--- config.mk ---
export PLATFORM = sky130hd
export DESIGN_NAME = sys_ctrl
export DESIGN_NICKNAME = d
export VERILOG_FILES = /design/src/rtl/sys_ctrl_pkg.sv /design/src/rtl/sys_ctrl_tx_push.sv /design/src/rtl/sys_ctrl.sv
export SDC_FILE = /design/constraint.sdc
export NUM_CORES = 1
export LEC_CHECK = 0
export CAP_MARGIN = 40
export CORE_MARGIN = 2
export CORE_UTILIZATION = 50
export CTS_CLUSTER_DIAMETER = 60
export DETAILED_ROUTE_END_ITERATION = 10
export PLACE_DENSITY = 0.8
export SKIP_CTS_REPAIR_TIMING = 1
export SKIP_LAST_GASP = 1
export SLEW_MARGIN = 20
export SYNTH_ARGS = -nofsm -noshare
export SYNTH_HDL_FRONTEND = slang
export SYNTH_SLANG_ARGS = --single-unit
--- constraint.sdc ---
create_clock -name CLK -period 5 [get_ports CLK]
set_input_delay 1.5 -clock CLK [delete_from_list [all_inputs] [get_ports CLK]]
set_output_delay 1.5 -clock CLK [all_outputs]
set_load 0.01 [all_outputs]
--- src/rtl/sys_ctrl_pkg.sv ---
// -----------------------------------------------------------------------------
// sys_ctrl_pkg
// Shared definitions for the sys_ctrl command-layer master:
//   - command byte codes recognised in IDLE
//   - FSM state encoding
//   - register-file addresses used for the two ALU operands
//   - small state-classification helpers
// -----------------------------------------------------------------------------
package sys_ctrl_pkg;

  localparam logic [7:0] CMD_WR      = 8'hAA;
  localparam logic [7:0] CMD_RD      = 8'hBB;
  localparam logic [7:0] CMD_ALU_OP  = 8'hCC;
  localparam logic [7:0] CMD_ALU_NOP = 8'hDD;

  localparam int OPA_ADDR = 0;
  localparam int OPB_ADDR = 1;

  typedef enum logic [3:0] {
    ST_IDLE,
    ST_WR_ADDR,
    ST_WR_DATA,
    ST_RD_ADDR,
    ST_RD_WAIT,
    ST_ALU_A,
    ST_ALU_B,
    ST_ALU_FUN,
    ST_ALU_WAIT,
    ST_TX_RD,
    ST_TX_LSB,
    ST_TX_MSB
  } state_e;

  // States that push a byte into the TX FIFO.
  function automatic logic is_tx_state(input state_e s);
    return (s == ST_TX_RD) || (s == ST_TX_LSB) || (s == ST_TX_MSB);
  endfunction

  // States that belong to an incoming frame (everything but IDLE and TX).
  function automatic logic is_frame_state(input state_e s);
    return (s != ST_IDLE) && !is_tx_state(s);
  endfunction

  // States in which an RX byte is consumed rather than dropped.
  function automatic logic takes_byte(input state_e s);
    return (s == ST_WR_ADDR) || (s == ST_WR_DATA) || (s == ST_RD_ADDR) ||
           (s == ST_ALU_A)   || (s == ST_ALU_B)   || (s == ST_ALU_FUN);
  endfunction

endpackage

--- src/rtl/sys_ctrl_tx_push.sv ---
// -----------------------------------------------------------------------------
// sys_ctrl_tx_push
// Byte-push handshake towards the TX async FIFO. While req is high the byte on
// req_data is presented on tx_p_data (held in a register) and pushed with a
// single-cycle tx_d_vld in the first cycle FIFO_FULL is low. done is asserted
// combinationally in the cycle the push is committed so the owner can advance.
//
// Ports:
//   CLK, RST      clock, asynchronous active-low reset
//   req           a byte is waiting to be sent
//   req_data      byte to send
//   fifo_full     TX FIFO full, push is stalled while high
//   tx_p_data     registered byte to the FIFO
//   tx_d_vld      registered one-cycle FIFO write strobe
//   done          push accepted this cycle
// -----------------------------------------------------------------------------
module sys_ctrl_tx_push #(
  parameter int WIDTH = 8
) (
  input  logic             CLK,
  input  logic             RST,
  input  logic             req,
  input  logic [WIDTH-1:0] req_data,
  input  logic             fifo_full,
  output logic [WIDTH-1:0] tx_p_data,
  output logic             tx_d_vld,
  output logic             done
);

  logic [WIDTH-1:0] data_q, data_d;
  logic             vld_q, vld_d;

  always_comb begin
    data_d = data_q;
    vld_d  = 1'b0;
    done   = 1'b0;
    if (req) begin
      // The pending byte is presented while stalled so the data lines do not
      // move during a full condition.
      data_d = req_data;
      if (!fifo_full) begin
        vld_d = 1'b1;
        done  = 1'b1;
      end
    end
  end

  always_ff @(posedge CLK or negedge RST) begin
    if (!RST) begin
      data_q <= '0;
      vld_q  <= 1'b0;
    end else begin
      data_q <= data_d;
      vld_q  <= vld_d;
    end
  end

  assign tx_p_data = data_q;
  assign tx_d_vld  = vld_q;

endmodule

--- src/rtl/sys_ctrl.sv ---
// -----------------------------------------------------------------------------
// sys_ctrl
// Command-layer master between the UART RX byte stream, the register file, the
// ALU and the TX FIFO. Frames:
//   AA addr data      register write
//   BB addr           register read, read data returned as one TX byte
//   CC A B fun        write operands to regfile 0/1, run ALU, 2 TX bytes
//   DD fun            run ALU on current operands, 2 TX bytes (LSB first)
// Unknown command bytes in IDLE are ignored; bytes arriving while waiting for
// read data, ALU results or during TX are dropped.
//
// Build option: define SYS_CTRL_TIMEOUT_EN to abandon a frame that stalls for
// TIMEOUT_CYC cycles (TX states are exempt).
//
// Ports:
//   CLK, RST            clock, asynchronous active-low reset
//   RX_P_DATA/RX_D_VLD  received byte and its one-cycle strobe
//   WrEn/RdEn           regfile write/read strobes
//   Address/WrData      regfile address and write data
//   RdData/RdData_VLD   regfile read data and valid
//   ALU_EN/ALU_FUN      ALU start strobe and function code
//   ALU_OUT/ALU_OUT_VLD ALU result and valid
//   CLK_GATE_EN         ALU clock-gate enable
//   TX_P_DATA/TX_D_VLD  byte and write strobe to the TX FIFO
//   FIFO_FULL           TX FIFO full
// -----------------------------------------------------------------------------
module sys_ctrl
  import sys_ctrl_pkg::*;
#(
  parameter int WIDTH       = 8,
  parameter int ADDR        = 4,
  parameter int TIMEOUT_CYC = 1024
) (
  input  logic               CLK,
  input  logic               RST,
  input  logic [WIDTH-1:0]   RX_P_DATA,
  input  logic               RX_D_VLD,
  output logic               WrEn,
  output logic               RdEn,
  output logic [ADDR-1:0]    Address,
  output logic [WIDTH-1:0]   WrData,
  input  logic [WIDTH-1:0]   RdData,
  input  logic               RdData_VLD,
  output logic               ALU_EN,
  output logic [3:0]         ALU_FUN,
  input  logic [2*WIDTH-1:0] ALU_OUT,
  input  logic               ALU_OUT_VLD,
  output logic               CLK_GATE_EN,
  output logic [WIDTH-1:0]   TX_P_DATA,
  output logic               TX_D_VLD,
  input  logic               FIFO_FULL
);

  // The frame counter needs at least one cycle of wait before forcing IDLE.
  if (TIMEOUT_CYC < 2) begin : g_bad_timeout_cfg
    $error("sys_ctrl: TIMEOUT_CYC must be at least 2");
  end

  state_e             state_q, state_d;
  logic               wr_en_q, wr_en_d;
  logic               rd_en_q, rd_en_d;
  logic               alu_en_q, alu_en_d;
  logic               clk_gate_en_q, clk_gate_en_d;
  logic [ADDR-1:0]    address_q, address_d;
  logic [WIDTH-1:0]   wr_data_q, wr_data_d;
  logic [3:0]         alu_fun_q, alu_fun_d;
  logic [ADDR-1:0]    addr_lat_q, addr_lat_d;
  logic [WIDTH-1:0]   rd_data_q, rd_data_d;
  logic [2*WIDTH-1:0] alu_out_q, alu_out_d;

  logic               tx_req;
  logic [WIDTH-1:0]   tx_data;
  logic               tx_done;

`ifdef SYS_CTRL_TIMEOUT_EN
  localparam int CNT_W = $clog2(TIMEOUT_CYC);
  localparam logic [CNT_W-1:0] TO_LAST = CNT_W'(TIMEOUT_CYC - 1);
  logic [CNT_W-1:0] to_cnt_q, to_cnt_d;
`endif

  // Byte selection for the TX push unit.
  always_comb begin
    tx_req  = 1'b0;
    tx_data = rd_data_q;
    case (state_q)
      ST_TX_RD:  tx_req = 1'b1;
      ST_TX_LSB: begin
        tx_req  = 1'b1;
        tx_data = alu_out_q[WIDTH-1:0];
      end
      ST_TX_MSB: begin
        tx_req  = 1'b1;
        tx_data = alu_out_q[2*WIDTH-1:WIDTH];
      end
      default: ;
    endcase
  end

  always_comb begin
    state_d    = state_q;
    wr_en_d    = 1'b0;
    rd_en_d    = 1'b0;
    alu_en_d   = 1'b0;
    address_d  = address_q;
    wr_data_d  = wr_data_q;
    alu_fun_d  = alu_fun_q;
    addr_lat_d = addr_lat_q;
    rd_data_d  = rd_data_q;
    alu_out_d  = alu_out_q;

    case (state_q)
      ST_IDLE: begin
        if (RX_D_VLD) begin
          if (RX_P_DATA == CMD_WR)           state_d = ST_WR_ADDR;
          else if (RX_P_DATA == CMD_RD)      state_d = ST_RD_ADDR;
          else if (RX_P_DATA == CMD_ALU_OP)  state_d = ST_ALU_A;
          else if (RX_P_DATA == CMD_ALU_NOP) state_d = ST_ALU_FUN;
        end
      end
      ST_WR_ADDR: begin
        if (RX_D_VLD) begin
          addr_lat_d = RX_P_DATA[ADDR-1:0];
          state_d    = ST_WR_DATA;
        end
      end
      ST_WR_DATA: begin
        if (RX_D_VLD) begin
          wr_en_d   = 1'b1;
          address_d = addr_lat_q;
          wr_data_d = RX_P_DATA;
          state_d   = ST_IDLE;
        end
      end
      ST_RD_ADDR: begin
        if (RX_D_VLD) begin
          rd_en_d   = 1'b1;
          address_d = RX_P_DATA[ADDR-1:0];
          state_d   = ST_RD_WAIT;
        end
      end
      ST_RD_WAIT: begin
        if (RdData_VLD) begin
          rd_data_d = RdData;
          state_d   = ST_TX_RD;
        end
      end
      ST_ALU_A: begin
        if (RX_D_VLD) begin
          wr_en_d   = 1'b1;
          address_d = ADDR'(OPA_ADDR);
          wr_data_d = RX_P_DATA;
          state_d   = ST_ALU_B;
        end
      end
      ST_ALU_B: begin
        if (RX_D_VLD) begin
          wr_en_d   = 1'b1;
          address_d = ADDR'(OPB_ADDR);
          wr_data_d = RX_P_DATA;
          state_d   = ST_ALU_FUN;
        end
      end
      ST_ALU_FUN: begin
        if (RX_D_VLD) begin
          alu_en_d  = 1'b1;
          alu_fun_d = RX_P_DATA[3:0];
          state_d   = ST_ALU_WAIT;
        end
      end
      ST_ALU_WAIT: begin
        if (ALU_OUT_VLD) begin
          alu_out_d = ALU_OUT;
          state_d   = ST_TX_LSB;
        end
      end
      ST_TX_RD:  if (tx_done) state_d = ST_IDLE;
      ST_TX_LSB: if (tx_done) state_d = ST_TX_MSB;
      ST_TX_MSB: if (tx_done) state_d = ST_IDLE;
      default:   state_d = ST_IDLE;
    endcase

`ifdef SYS_CTRL_TIMEOUT_EN
    // A stalled frame is abandoned: the strobe that the same cycle would have
    // produced is suppressed and the visible output registers keep their value.
    to_cnt_d = '0;
    if (is_frame_state(state_q)) begin
      if (to_cnt_q == TO_LAST) begin
        state_d   = ST_IDLE;
        wr_en_d   = 1'b0;
        rd_en_d   = 1'b0;
        alu_en_d  = 1'b0;
        address_d = address_q;
        wr_data_d = wr_data_q;
        alu_fun_d = alu_fun_q;
      end else if (!(RX_D_VLD && takes_byte(state_q))) begin
        to_cnt_d = to_cnt_q + 1'b1;
      end
    end
`endif

    // Gate is on for every cycle spent in ALU_FUN or ALU_WAIT, which spans the
    // function-byte wait up to and including the result capture cycle.
    clk_gate_en_d = (state_d == ST_ALU_FUN) || (state_d == ST_ALU_WAIT);
  end

  always_ff @(posedge CLK or negedge RST) begin
    if (!RST) begin
      state_q       <= ST_IDLE;
      wr_en_q       <= 1'b0;
      rd_en_q       <= 1'b0;
      alu_en_q      <= 1'b0;
      clk_gate_en_q <= 1'b0;
      address_q     <= '0;
      wr_data_q     <= '0;
      alu_fun_q     <= '0;
      addr_lat_q    <= '0;
      rd_data_q     <= '0;
      alu_out_q     <= '0;
`ifdef SYS_CTRL_TIMEOUT_EN
      to_cnt_q      <= '0;
`endif
    end else begin
      state_q       <= state_d;
      wr_en_q       <= wr_en_d;
      rd_en_q       <= rd_en_d;
      alu_en_q      <= alu_en_d;
      clk_gate_en_q <= clk_gate_en_d;
      address_q     <= address_d;
      wr_data_q     <= wr_data_d;
      alu_fun_q     <= alu_fun_d;
      addr_lat_q    <= addr_lat_d;
      rd_data_q     <= rd_data_d;
      alu_out_q     <= alu_out_d;
`ifdef SYS_CTRL_TIMEOUT_EN
      to_cnt_q      <= to_cnt_d;
`endif
    end
  end

  sys_ctrl_tx_push #(
    .WIDTH (WIDTH)
  ) u_tx_push (
    .CLK       (CLK),
    .RST       (RST),
    .req       (tx_req),
    .req_data  (tx_data),
    .fifo_full (FIFO_FULL),
    .tx_p_data (TX_P_DATA),
    .tx_d_vld  (TX_D_VLD),
    .done      (tx_done)
  );

  assign WrEn        = wr_en_q;
  assign RdEn        = rd_en_q;
  assign ALU_EN      = alu_en_q;
  assign CLK_GATE_EN = clk_gate_en_q;
  assign Address     = address_q;
  assign WrData      = wr_data_q;
  assign ALU_FUN     = alu_fun_q;

endmodule

# Word level (Yosys, flattened, before mapping)
# Index checks and enable logic that the tools add are counted.
# W data, S select, Z words.
# op_classes
n_mul,0
bitwise,0
n_shift,0
div_mod_pow,0
n_eq_ne,21
addsub,0
n_lt_le_gt_ge,0
mux,29
n_reduce_logical,12
# ops
operator,n
$mux W4,19
$pmux W4 S11,1
$eq A8 B8 Y1 const B,4
$eq A4 B3 Y1 const B,5
$eq A4 B4 Y1 const B,5
$pmux W4 S4,1
$pmux W8 S2,1
$reduce_and A2 Y1,5
$eq A4 B2 Y1 const B,2
$ne A2 B2 Y1 const B,4
$mux W1,7
$reduce_or A3 Y1,2
$reduce_and A5 Y1,1
$eq A4 B1 Y1 const B,1
$logic_not A4 Y1,1
$reduce_bool A4 Y1,1
$reduce_or A2 Y1,1
$logic_or A1 B1 Y1,1
# totals
latchBits,0
out_inout_bits,29
in_bits,38
romBits,0
ram_bits,0
register_bits,61
elab_cells,75
n_memories,0

# Longest topological paths before layout
# logic_depth
depth_word,9
ltp_mapped,8

# Hierarchy
# A second synthesis with hierarchy kept.
# unflattened
hier_cells,226
area_unflattened_um2,2989.1
# by_module_without_submodules
module,area_each_um2,n_inst,seq_area_each_um2,cells_per_inst
sys_ctrl,2626.3,1,1301.2,207
sys_ctrl_tx_push,362.8,1,225.2,19

# Worst setup path before layout
# Ideal clock, no wire load.
# synth_path
path_kind,input -> register
startpoint,input RX_P_DATA[1]
endpoint,"register clk_gate_en_q, in the netlist CLK_GATE_EN"
required_time_ns,4.918
cell_stages,5
t_arrival_ns,2.493
slack_ns,2.425
setup_time_ns,0.082
cell_sequence,nor4bb_1 -> a31oi_1 -> a311oi_1 -> o311ai_1 -> o22ai_1
# synth_via
elab_chain_len,9
word_cells_on_any_way,13
cone_classes,eq/ne: 6; mux: 6; reduce/logical: 1
# synth_lines
item,line_no,source
from (decl),sys_ctrl.sv:36,"input logic [WIDTH-1:0] RX_P_DATA,"
$eq A8 B8 Y1,sys_ctrl.sv:117,else if (RX_P_DATA == CMD_ALU_NOP) state_d = ST_ALU_FUN;
$mux W4,sys_ctrl.sv:117,
$mux W4,sys_ctrl.sv:116,else if (RX_P_DATA == CMD_ALU_OP) state_d = ST_ALU_A;
$mux W4,sys_ctrl.sv:115,else if (RX_P_DATA == CMD_RD) state_d = ST_RD_ADDR;
$mux W4 (*),sys_ctrl.sv:114,if (RX_P_DATA == CMD_WR) state_d = ST_WR_ADDR;
$mux W4 (*),sys_ctrl.sv:113,if (RX_D_VLD) begin
$pmux W4 S11 (*),sys_ctrl.sv:111,case (state_q)
$eq A4 B3 Y1 / $eq A4 B4 Y1 (equally long branches),sys_ctrl.sv:203,clk_gate_en_d = (state_d == ST_ALU_FUN) || (state_d == ST_ALU_WAIT);
$logic_or A1 B1 Y1 (*),sys_ctrl.sv:203,
named net clk_gate_en_d,sys_ctrl.sv:63,"logic clk_gate_en_q, clk_gate_en_d;"
to (signal assigned),sys_ctrl.sv:227,clk_gate_en_q <= clk_gate_en_d;
to (decl),sys_ctrl.sv:63,
# The timed path passes the listed nets; every way through them passes the cells marked *.
# A chain may end at the register's enable or synchronous reset.

# Final worst setup path
# Same ends and word-level chain as after synthesis.

==> metrics.log <==
INFO  metric critical-path-slowest-cell = nor4bb_1
INFO  metric synth-simple-area-share = between 10% and 20%
INFO  metric syn_inst_count = roughly 230
INFO  metric worstPathMaxFanout = 6
INFO  metric area_growth = 30.8%
INFO  metric cp-start-kind = primary input
INFO  metric drt_iter0_markers = around 170
INFO  metric worst_pin_slew = approximately 0.56 ns
INFO  metric worst_hold_slack = between 0.5 and 0.6 ns
INFO  metric synth.mux.area_fraction = between 20% and 30%
INFO  metric cap_viol_max_count = 0
INFO  metric finalHoldViolCount = 0
INFO  metric timing.setup.critical_path_class = in2reg
INFO  metric ant_nets = 0
INFO  metric report.final.setup_viol = 0
INFO  metric path_clk_slew = ~0.06 ns
INFO  metric area_share_of_fa_ha_maj_cells_after_synthesis = 0%
INFO  metric via_count = around 2000
INFO  metric fin_tns_setup = 0 ns
INFO  metric die_h = roughly 80 um
INFO  metric hold_path_class = reg2reg
INFO  metric drt-vias-per-instance = ~5.5
INFO  metric grt_max_degree = 40
INFO  metric synth.distinct_cells = 52
INFO  metric postSynthRegisterBits = roughly 60
INFO  metric dieArea = between 6000 and 7000 um^2
INFO  metric synth_compound_gate_area_share = around an eighth
INFO  metric irDropWorstVdd = around 0.00032 V
INFO  metric place_congestion = 0.848
INFO  metric combined_area_of_the_multi_input_logic_cells = 1270 um^2
INFO  metric synth_seq_area_share = a little over half
INFO  metric p_per_area = ~570 nW/um^2
INFO  metric tritoncts = built
INFO  metric num_rows = 27
INFO  metric outcome = finished, final reports clean
INFO  metric final.setup_skew = between 0.006 and 0.007 ns
INFO  metric endpoint_kind_of_the_worst_setup_timing_path = flip-flop
INFO  metric core-area = ~5600 um^2
INFO  metric wire_length_of_the_first_global_routing_pass = 9750 um
INFO  metric num_antenna_cells = 0
INFO  metric clock_period_minus_worst_slack = 3.12 ns
INFO  metric grt_remaining_overflow = 0
INFO  metric postSynth.topFlopCell = dfrtp_1
INFO  metric die_w = 80.6 um
INFO  metric max_clock_freq = 320 MHz
INFO  metric mostFrequentLayoutCells = 65 x clkdlybuf4s50_1, 61 x dfrtp_1, 48 x mux2_2
INFO  metric final_nets = approximately 330
INFO  metric ctsHtreeMaxLevel = 3
INFO  metric combined_global_route_utilization_of_all_metal_layers = 20.5%
INFO  metric initial_utilization = between 50% and 60%
INFO  metric layout.cells.most_common = clkdlybuf4s50_1
INFO  metric synth.net_count = between 200 and 300
INFO  metric final_min_period_over_clock_period = 62.5%
INFO  metric grt_antenna_before_repair = 0
INFO  metric count_of_final_max_slew_check_failures = 0
INFO  metric worstPathArrival = roughly 3.4 ns
INFO  metric clock-sinks = slightly above 60
INFO  metric cts_inserted_buffers = 9
INFO  metric wl_per_cell = ~16 um
INFO  metric numPortBuffers = between 60 and 70
INFO  metric detail_route.drc_violations = 0
INFO  metric synth-edff-count = 0
INFO  metric fillerInstances = 425
INFO  metric area.sequential = 1530 um^2
INFO  metric count_of_warnings_emitted_by_yosys = 0
INFO  metric place.detailed.hpwl = 4290 um
INFO  metric p_leak = ~0.0017 uW
INFO  metric clk_path_buf_depth = 2
INFO  metric critPathMaxStageDelay = approximately 0.58 ns
INFO  metric netlist_area = about 2900 um^2
INFO  metric grt_setup_unrepaired = no
INFO  metric parity_gate_share_of_the_synthesized_area_counting_xor_and_xnor_cells = less than 1%
INFO  metric synthArstFlopShare = 100%
INFO  metric worst-endpoint-required = roughly 5.3 ns
INFO  metric clock-root-buffer = clkbuf_8
INFO  metric max_slew_headroom_at_the_worst_pin = around 62%
INFO  metric insertion_delay = 0.33 ns
INFO  metric dr.pass1.iters = 7
INFO  metric drive_above_1_share = between 20 and 30%
INFO  metric path_cells = clkdlybuf4s50_1 -> nor4bb_1 -> a31oi_1 -> a311oi_1 -> o311ai_1 -> o22ai_1
INFO  metric postSynthAreaPerCell = around 13 um^2
INFO  metric wl = ~6000 um
INFO  metric first_global_vias = about 2000
INFO  metric synth_top_family_by_area = multiplexers
INFO  metric io_pins = 67
[flip-flops by register name, indices dropped and copies added, names as in the netlist]
signal and count:
ALU_EN 1, ALU_FUN 4, Address 4, CLK_GATE_EN 1, RdEn 1, WrData 8
WrEn 1, addr_lat_q 4, alu_out_q 16, rd_data_q 8, state_q 4, u_tx_push.tx_d_vld 1
u_tx_push.tx_p_data 8
[cell type report]
class,instances,area share [%]
well taps,72,2.35
flip-flops and latches,61,39.8
repair buffers,71,18.8
clock buffers,11,3.42
inverters,6,0.587
clock inverters,5,1.96
multi-input cells,146,33.1
[Yosys cell counts (2+ instances only)]
master	number	area [um^2]
a21oi_1	12	60.1
nor3_1	2	10.0
dfrtp_1	61	1530
a22o_1	5	43.8
clkbuf_1	4	15.0
and2_1	2	12.5
a31oi_1	2	12.5
buf_4	3	22.5
a22oi_1	8	60.1
and3_1	10	62.6
mux2_2	48	541
inv_1	5	18.8
nor2b_4	2	27.5
o21ai_0	8	40.0
nor4bb_1	2	20.0
o2111ai_1	2	17.5
o21ai_1	3	15.0
and4b_1	2	20.0
nand3b_1	2	15.0
nand3_2	2	20.0
buf_6	5	56.3
nor2b_1	2	12.5
nand2_1	3	11.3
mux2_4	4	60.1
[per-layer routing]
metal	wire length, um	global-route usage [%]	share of wire (%)
met5	0	0	0
met4	91	10.5	1.5
met3	270	3.82	4.4
met2	2930	30.3	48
met1	2780	28.7	46
[power by group]
group,internal (uW),switching (uW)
clock network,278,183
registers,707,139
logic,518,363
total,1500,685
[stage by stage]
step	power, uW	cell area (um^2)	std cells	utilization, %	setup slack, ns
3_5_place_dp	1730	3590	354	64.4	1.65
3_3_place_gp	1700	3590	354	64.4	1.74
2_1_floorplan	1420	2930	227	-	2.42
6_report	2190	3840	372	68.8	1.88
5_1_grt	2330	3840	372	68.8	1.69
4_1_cts	2190	3790	370	68.1	1.94
[critical path: cells and delay by family]
kind / cells / cell delay [ns]
compound gates: 4 / 0.77
buf+inv: 1 / 0.53
simple gates: 1 / 0.58
[logic make-up (layout without fill, tap and decap cells)]
kind of cell,count (synthesis),after routing
AOI/OAI and AO/OA,51,51
xor gates and xnor gates,2,2
buffers and inverters,20,93
DFF,61,61
muxes,53,53
and+or+nand+nor,40,40
[final timing paths]
| path | end | depth (start not counted) | slack [ns] | from |
|---|---|---|---|---|
| setup / recovery | CLK_GATE_EN | 6 | 1.88 | RX_P_DATA[1] |
| hold / removal | rd_data_q[2] | 1 | 0.50 | rd_data_q[2] |
| setup reg to reg | Address[3] | 6 | 2.86 | state_q[2] |
| hold reg to reg | rd_data_q[2] | 1 | 0.50 | rd_data_q[2] |
| max in group asynchronous | state_q[0] | 2 | 3.19 | RST |
| min in group asynchronous | alu_out_q[7] | 1 | 1.12 | RST |
Power figures use the tool's default switching activity.
